File: src/rtl/cont_multidigito.sv
// Multi-digit hex/BCD up/down counter with prescaler, parallel load,
// wrap/borrow flag and registered active-low seven-segment outputs.
module cont_multidigito #(
  parameter int DIGITS = 4,
  parameter int DIV    = 5000000,
  parameter int RADIX  = 16
) (
  input  logic                  ck,
  input  logic                  reset,
  input  logic                  en,
  input  logic                  updown,
  input  logic                  load,
  input  logic [4*DIGITS-1:0]   load_val,
  output logic [4*DIGITS-1:0]   count,
  output logic                  tick,
  output logic                  carry,
  output logic [7*DIGITS-1:0]   seg
);

  localparam int unsigned      ND       = DIGITS;
  localparam int               PW       = (DIV > 1) ? $clog2(DIV) : 1;
  localparam logic [PW-1:0]    PRE_LAST = PW'(DIV - 1);
  localparam logic [3:0]       DIG_MAX  = 4'(RADIX - 1);

  logic [PW-1:0]         pre;
  logic                  step;
  logic                  wrap;
  logic [4*DIGITS-1:0]   count_nxt;
  logic [4*DIGITS-1:0]   load_fix;

  function automatic logic [6:0] seg_of(input logic [3:0] d);
    logic [6:0] on;
    case (d)
      4'h0: on = 7'b0111111;
      4'h1: on = 7'b0000110;
      4'h2: on = 7'b1011011;
      4'h3: on = 7'b1001111;
      4'h4: on = 7'b1100110;
      4'h5: on = 7'b1101101;
      4'h6: on = 7'b1111101;
      4'h7: on = 7'b0000111;
      4'h8: on = 7'b1111111;
      4'h9: on = 7'b1100111;
      4'hA: on = 7'b1110111;
      4'hB: on = 7'b1111100;
      4'hC: on = 7'b0111001;
      4'hD: on = 7'b1011110;
      4'hE: on = 7'b1111001;
      default: on = 7'b1110001;
    endcase
    return ~on;
  endfunction

  assign step = en && (pre == PRE_LAST);

  // Ripple enable: a digit moves only while every lower digit sits at its
  // extreme; the enable surviving past the top digit is the full wrap.
  always_comb begin
    logic       prop;
    logic [3:0] dig;
    prop      = 1'b1;
    dig       = '0;
    count_nxt = count;
    for (int unsigned i = 0; i < ND; i++) begin
      dig = count[4*i +: 4];
      if (prop) begin
        if (updown) count_nxt[4*i +: 4] = (dig == DIG_MAX) ? 4'd0 : dig + 4'd1;
        else        count_nxt[4*i +: 4] = (dig == 4'd0) ? DIG_MAX : dig - 4'd1;
      end
      prop = prop && (updown ? (dig == DIG_MAX) : (dig == 4'd0));
    end
    wrap = prop;
  end

  always_comb begin
    load_fix = load_val;
    for (int unsigned i = 0; i < ND; i++) begin
      if (RADIX == 10 && load_val[4*i +: 4] > 4'd9) load_fix[4*i +: 4] = 4'd9;
    end
  end

  always_ff @(posedge ck or negedge reset) begin
    if (!reset) begin
      pre   <= '0;
      count <= '0;
      tick  <= 1'b0;
      carry <= 1'b0;
      seg   <= '1;
    end else begin
      tick  <= 1'b0;
      carry <= 1'b0;
      for (int unsigned i = 0; i < ND; i++) begin
        seg[7*i +: 7] <= seg_of(count[4*i +: 4]);
      end
      if (load) begin
        count <= load_fix;
        pre   <= '0;
      end else if (en) begin
        if (step) begin
          pre   <= '0;
          count <= count_nxt;
          tick  <= 1'b1;
          carry <= wrap;
        end else begin
          pre <= pre + 1'b1;
        end
      end
    end
  end

endmodule
File: config.mk
export PLATFORM = sky130hd
export DESIGN_NAME = cont_multidigito
export DESIGN_NICKNAME = d
export VERILOG_FILES = /design/src/rtl/cont_multidigito.sv
export SDC_FILE = /design/constraint.sdc
export NUM_CORES = 1
export LEC_CHECK = 0
export ABC_AREA = 1
export CAP_MARGIN = 10
export CELL_PAD_IN_SITES_DETAIL_PLACEMENT = 1
export CELL_PAD_IN_SITES_GLOBAL_PLACEMENT = 1
export CORE_UTILIZATION = 40
export DETAILED_ROUTE_END_ITERATION = 16
export PLACE_DENSITY_LB_ADDON = 0.3
export SLEW_MARGIN = 15
export SYNTH_ARGS = -nofsm -noshare
export SYNTH_HDL_FRONTEND = slang
export SYNTH_SLANG_ARGS = --single-unit
File: constraint.sdc
create_clock -name ck -period 3.8 [get_ports ck]
set_input_delay 0.76 -clock ck [delete_from_list [all_inputs] [get_ports ck]]
set_output_delay 0.76 -clock ck [all_outputs]
set_load 0.1 [all_outputs]
==> summary.txt, run 1 <==
Placed design
  • DP Wirelength: 9.73 mm
  • Routability-driven placement congestion ratio: 0.846
  • Placed cells: 826
  • Setup slack at placement: 923 ps
  • Number of I/O port buffers: 66
  • Placed Area: 5290 µm²

Power and ir drop
  • Pwr dens: 617 nW/µm²
  • Peak VDD IR: 0.374 mV
  • Leakage power: 2.60 nW

Routing
  • 1st-iter DRT viols: 140
  • Antenna Nets Post-Route: 0
  • DRC Markers: 0
  • Pre-antenna DRT Iters: 4
  • Vias post-DR: 4410
  • Avg WL per Cell: 16.0 µm
  • DR vias/cell: 5.24
  • Final WL: 13.5 mm

Finish
  • Fill count: 1382
  • Area occupied by multi-input gates: 2420 µm²
  • Final cell count without fillers: 842
  • Fin util: 51.3%
  • Layout cell share with drive strength beyond 1: 9.54%
  • Register area: 1760 µm²
  • Final Instance Area: 5610 µm²
  • Total Nets Final: 747
  • Area grow syn2layout: 24.2%
  • Ant diodes: 0

Yosys
  • Syn nets: 685
  • Synth Flop Type: dfrtp_1
  • Sequential cell area fraction in the yosys report: 39.0%
  • Mapped cell area: 4520 µm²
  • Mapped Cells: 635
  • Mean Syn Cell Area: 7.12 µm²
  • Ys async rst share: 100%
  • #FFs+latches synth: 69
  • Distinct cells, synth: 33
  • Post-synth EDFFs: 0
  • Synth Warn #: 0

Critical path
  • Startpoint type of the worst setup path: flop
  • Required @ worst endpoint: 3040 ps
  • Crit path largest cell delay: 1230 ps
  • R2r setup slk: 1750 ps
  • Crit path cell chain: clkdlybuf4s50_1
  • CP max FO: 14
  • Critical Path Stages: 1
  • Critical Path AT: 2230 ps
  • Slowest cell on crit path: clkdlybuf4s50_1
  • Delay-heaviest family, CP: buffers and inverters
  • Type of element capturing the critical path: output pin
  • Buffers & Inverters on Critical Path: 1
  • Critical path type: reg2out
  • Worst r2r path cells: 10

STA
  • Final setup viols: 0
  • Crit share post-route: 78.8%
  • Final Hold Vio Count: 0
  • Clock skew: 5.93 ps
  • RSZ-0062 raised after global routing: no
  • Fin crit period: 2990 ps
  • Slew Limit Fails: 0
  • Worst slew pin tran: 980 ps
  • Relative slew slack: 34.4%
  • Final setup TNS: 0 ps
  • Maximum clock frequency: 0.334 GHz
  • Setup ws final: 806 ps

Hold path
  • HP Class: reg2reg
  • Worst hold path stage count: 2

Clock network
  • Number of CTS-inserted buffers: 9
  • CTS tree: yes
  • TritonCTS Sinks: 69
  • Postcts setup bufs: 0
  • CTS Hold Buffers Added: 0
  • Clock tree buffer depth: 2
  • Root Buffer: clkbuf_16
  • H-tree depth: 3
  • Reg clk slew, reported paths: 60 ps
  • Post-CTS sizing: 0
  • Clk_lat worst skew: 350 ps

Run
  • Max Cap Viol: 0

Global routing
  • First-pass GRT wire length: 22.2 mm
  • Tot GR Track Use: 24.4%
  • Vias in the first global route: 4565
  • Largest net degree at the start of global routing: 39
  • Gr ovfl total: 0
  • Initial antenna violation count: 0

Floorplan
  • Die Span Y: 108 µm
  • Full die area: 11700 µm²
  • Row count: 38
  • I/O pins: 67
  • Chip width: 108 µm
  • Initial core utilization: 41.3%
  • Core area: 10900 µm²

Run status
  • Outcome: complete, no violations
-- layout by cell type, fill, tap and decap left out, drive strengths merged --
master / n
a31oi: 2
nor3b: 2
nand3: 65
a21oi: 18
buf: 9
xnor2: 1
clkinv: 2
or2: 8
o211ai: 9
clkbuf: 12
a211oi: 2
bufinv: 2
ha: 29
nor3: 8
o221ai: 1
o22ai: 2
dfrtp: 41
nor2: 62
nand2: 209
o21ai: 44
inv: 62
a32o: 1
dfstp: 28
mux2i: 1
xor2: 5
nand4: 13
clkdlybuf4s50: 63
o31ai: 1
-- registers in the layout, indices dropped and copies added, names as in the netlist --
register / cells
seg: 28
pre: 23
count: 16
carry: 1
tick: 1
-- cell families after synthesis --
group / count (synthesis) / synth area share [%]
compound gates: 80 / 10.1
xor+xnor: 6 / 1.16
fa+ha+maj: 29 / 8.03
buf+inv: 83 / 7.42
flops: 69 / 39.0
mux: 1 / 0.221
simple gates: 367 / 34.1
-- path summary, 6_finish.rpt --
path	start	end
min in group asynchronous	reset	count[8]$_DFFE_PN0P_
worst max register to register	pre[1]$_DFFE_PN0P_	count[13]$_DFFE_PN0P_
worst min register to register	pre[20]$_DFFE_PN0P_	pre[20]$_DFFE_PN0P_
max in group asynchronous	reset	seg[8]$_DFF_PN1_
worst max-delay path	count[3]$_DFFE_PN0P_	count[3]
worst min-delay path	pre[20]$_DFFE_PN0P_	pre[20]$_DFFE_PN0P_
-- cell type report --
| cell class | count | area share [%] |
|---|---|---|
| Multi-Input combinational cell | 483 | 43.1 |
| Sequential cell | 69 | 31.4 |
| Timing Repair Buffer | 72 | 12.4 |
| Clock buffer | 12 | 4.57 |
| Inverter | 62 | 4.15 |
| Tap cell | 140 | 3.12 |
| Clock inverter | 4 | 1.25 |
-- metal layers --
metal  up-vias  GRT usage [%]  part of all wire [%]
li1       2181              -                     -
met1      2132           31.0                    45
met2        80           42.4                    49
met3        17           3.19                   3.8
met4         0           8.98                   1.8
met5         -              0                     0
-- power by group --
part / switching, mW / leakage (nW) / internal, mW
Combinational: 1.16 / 1.60 / 0.352
Clock: 0.327 / 0.163 / 0.608
Sequential: 0.117 / 0.836 / 0.897
Total: 1.61 / 2.60 / 1.86
-- worst register-to-register path, cell delays in order, from the launching register on --
cell and delay (ps):
dfrtp_1 410, ha_1 220, nand3_1 110, inv_1 110, nand2_1 100, nor2_1 140, nand2_2 140, nand2_2 350
nand2_1 190, nand2_1 100, nand2_1 60
-- through the flow --
step	total power [mW]	hold WS (ps)
final	3.46	512
after global routing	3.61	548
after CTS	3.48	514
after detailed placement	2.53	497
after global placement	2.50	490
after floorplan	2.18	464
-- synth_stat cells (3+ instances only) --
library cell / count / area [µm²]
dfstp_2: 28 / 736
a21oi_1: 18 / 90.1
ha_1: 29 / 363
dfrtp_1: 41 / 1030
o211ai_1: 9 / 67.6
buf_2: 6 / 30.0
nand4_1: 13 / 81.3
clkbuf_1: 9 / 33.8
or2_2: 8 / 50.1
o21ai_2: 3 / 26.3
inv_1: 61 / 229
nor2_1: 61 / 229
nand2_1: 207 / 777
xor2_1: 5 / 43.8
nand3_1: 65 / 325
o21ai_0: 41 / 205
nor3_1: 8 / 40.0
Note: power is estimated with default switching activity, not from simulation.
==> run 2, diff against run 1 <==
CORE_UTILIZATION = 36   (was 40)
clock period = 2.4 ns   (was 3.8 ns; I/O delays follow)
==> run 2 against run 1 <==
Net effect:
- count of clock-buffer cells in the layout is 1 higher
- cell area shrank 0.25%
- first-iteration DRC count grew 44%
- die area is 11% higher
- non-clock buffer count is 5 higher
- via count fell by 0.16%
- combinational power up 58%
- hold slack worse by 350 ps
- clock power rose by 49%
- sequential power grew 57%
- highest routed layer unchanged
==> summary.txt, run 2 (synthesis gave the netlist of run 1 again) <==
Global routing
  • M3 GR Usage: 3.08% (-0.11 points)
  • Vias in the first global route: 4756 (+4.2%)
  • Initial antenna violation count: 0 (unchanged)
  • Met1 Usage GRT: 28.2% (-2.8 points)
  • First-pass GRT wire length: 23.2 mm (+4.5%)
  • Largest net degree at the start of global routing: 31 (-21%)
  • Met2 Track Usage GR: 41.0% (-1.4 points)
  • Most crowded layer after global routing: met2
  • Gr ovfl total: 0 (unchanged)
  • Tot GR Track Use: 23.0% (-1.4 points)

Critical path
  • Startpoint type of the worst setup path: flop
  • Required @ worst endpoint: 2620 ps (-420 ps)
  • Critical Path AT: 2230 ps (about the same)
  • R2r setup slk: 390 ps (-1360 ps)
  • Worst r2r path cells: 9 (-1)
  • Critical path type: reg2reg
  • CP max FO: 9 (-5)
  • Type of element capturing the critical path: flop

Clock network
  • Clk_lat worst skew: 340 ps (about the same)
  • Post-CTS sizing: 0 (unchanged)
  • Postcts setup bufs: 0 (unchanged)
  • Root Buffer: clkbuf_16
  • H-tree depth: 3 (unchanged)
  • Number of CTS-inserted buffers: 9 (unchanged)
  • TritonCTS Sinks: 69 (unchanged)
  • Reg clk slew, reported paths: 60 ps (about the same)
  • Clock tree buffer depth: 2 (unchanged)
  • CTS tree: yes
  • CTS Hold Buffers Added: 0 (unchanged)

Floorplan
  • Core area: 12100 µm² (+11%)
  • I/O pins: 67 (unchanged)
  • Chip width: 114 µm (+5.3%)
  • Full die area: 13000 µm² (+11%)
  • Die Span Y: 114 µm (+5.3%)
  • Row count: 40 (+5.3%)
  • Initial core utilization: 37.3% (-4.0 points)

STA
  • Setup ws final: 393 ps (-413 ps)
  • Final setup viols: 0 (unchanged)
  • RSZ-0062 raised after global routing: no
  • Final Hold Vio Count: 0 (unchanged)
  • Worst slew pin tran: 618 ps (-362 ps)
  • Final setup TNS: 0 ps (unchanged)
  • Relative slew slack: 58.8% (+24 points)
  • Crit share post-route: 83.6%
  • Fin crit period: 2010 ps
  • Clock skew: 8.61 ps (+2.68 ps)
  • Slew Limit Fails: 0 (unchanged)
  • Maximum clock frequency: 0.498 GHz

Finish
  • Ant diodes: 0 (unchanged)
  • Leading cell type in the layout, fill and taps excluded: nand2_1
  • Commonest cells after routing, fill and taps aside: nand2_1, nand3_1, inv_1, nor2_1, buf_4
  • Total Nets Final: 752 (+0.67%)
  • Fin util: 46.2% (-5.1 points)
  • Max reg flops: 28 (unchanged)
  • Biggest regs: seg (28), pre (23), count (16)
  • Most flop-heavy register: seg
  • Layout cell share with drive strength beyond 1: 16.3% (+6.7 points)
  • Area grow syn2layout: 23.9%
  • Fill count: 1559 (+13%)

Placed design
  • Routability-driven placement congestion ratio: 0.876 (+3.5%)
  • Number of I/O port buffers: 66 (unchanged)
  • Setup slack at placement: 136 ps (-787 ps)
  • DP Wirelength: 10.3 mm (+6.3%)

Routing
  • Avg WL per Cell: 15.7 µm (-1.9%)
  • Vias post-DR: 4403 (-0.16%)
  • 1st-iter DRT viols: 202 (+44%)
  • Final WL: 13.7 mm (+1.9%)
  • DR vias/cell: 5.03 (-3.9%)
  • Antenna Nets Post-Route: 0 (unchanged)
  • DRC Markers: 0 (unchanged)
  • Pre-antenna DRT Iters: 4 (unchanged)

Power and ir drop
  • Share of total power in sequential cells: 29.7% (+0.4 points)
  • Internal Power: 2.83 mW (+52%)
  • Comb pwr share: 44.4% (+0.7 points)
  • Tot Pwr: 5.37 mW (+55%)
  • Leakage power: 2.69 nW (+3.3%)
  • Peak VDD IR: 0.260 mV (-30%)
  • Switching Share: 47.4% (+0.98 points)
  • Net Switching: 2.54 mW (+58%)
  • Pwr dens: 959 nW/µm² (+55%)
  • Clk pwr share: 25.9% (-1.1 points)

Hold path
  • HP Class: in2async

Run
  • Max Cap Viol: 0 (unchanged)

Run status
  • Outcome: complete, no violations
==> run 2: area by class of cell <==
class	count	area [µm²]	area share (%)
Multi-Input combinational cell	483	2420	43.3
Sequential cell	69	1760	31.5
Timing Repair Buffer	77	661	11.8
Clock buffer	13	270	4.83
Inverter	62	233	4.16
Tap cell	168	210	3.75
Clock inverter	3	42.5	0.760
==> run 2: power groups by stage <==
| stage | combinational [mW] | clock [mW] | sequential, mW |
|---|---|---|---|
| floorplan | 0.603 | 0 | 2.84 |
| global placement | 2.35 | 0 | 1.61 |
| detailed placement | 2.38 | 0 | 1.61 |
| CTS | 2.40 | 1.41 | 1.60 |
| global route | 2.53 | 1.46 | 1.62 |
| finish | 2.39 | 1.39 | 1.59 |
==> run 2: critical path, stage by stage, from the launching register on <==
cell,delay (ps)
dfrtp_1,470
inv_1,290
ha_1,200
nand2_1,130
o21ai_2,190
nand2_1,100
o21ai_2,210
nand2_1,140
nand2_1,90
nand2_1,70
==> run 2: path summary, 6_finish.rpt <==
| kind | from | end |
|---|---|---|
| max in group asynchronous | reset | seg[12]$_DFF_PN1_ |
| max | count[8]$_DFFE_PN0P_ | count[15]$_DFFE_PN0P_ |
| min in group ck | pre[0]$_DFFE_PN0P_ | pre[0]$_DFFE_PN0P_ |
| max reg2reg | count[8]$_DFFE_PN0P_ | count[15]$_DFFE_PN0P_ |
| min | reset | pre[5]$_DFFE_PN0P_ |
| min reg2reg | pre[0]$_DFFE_PN0P_ | pre[0]$_DFFE_PN0P_ |
==> run 2: stage by stage <==
step | instance area (µm²) | hold WS [ps] | instances
finish | 5600 | 161 | 875
global route | 5600 | 196 | 875
CTS | 5600 | 166 | 875
detailed placement | 5290 | 505 | 859
global placement | 5290 | 498 | 859
floorplan | 4520 | 184 | 635
==> run 2: per-layer routing <==
metal | vias to the layer above | share of wire, % | routed length [µm]
met5 | - | 0 | 0
met4 | 0 | 1.6 | 225
met3 | 17 | 2.3 | 314
met2 | 67 | 51 | 7010
met1 | 2123 | 45 | 6170
li1 | 2196 | - | -
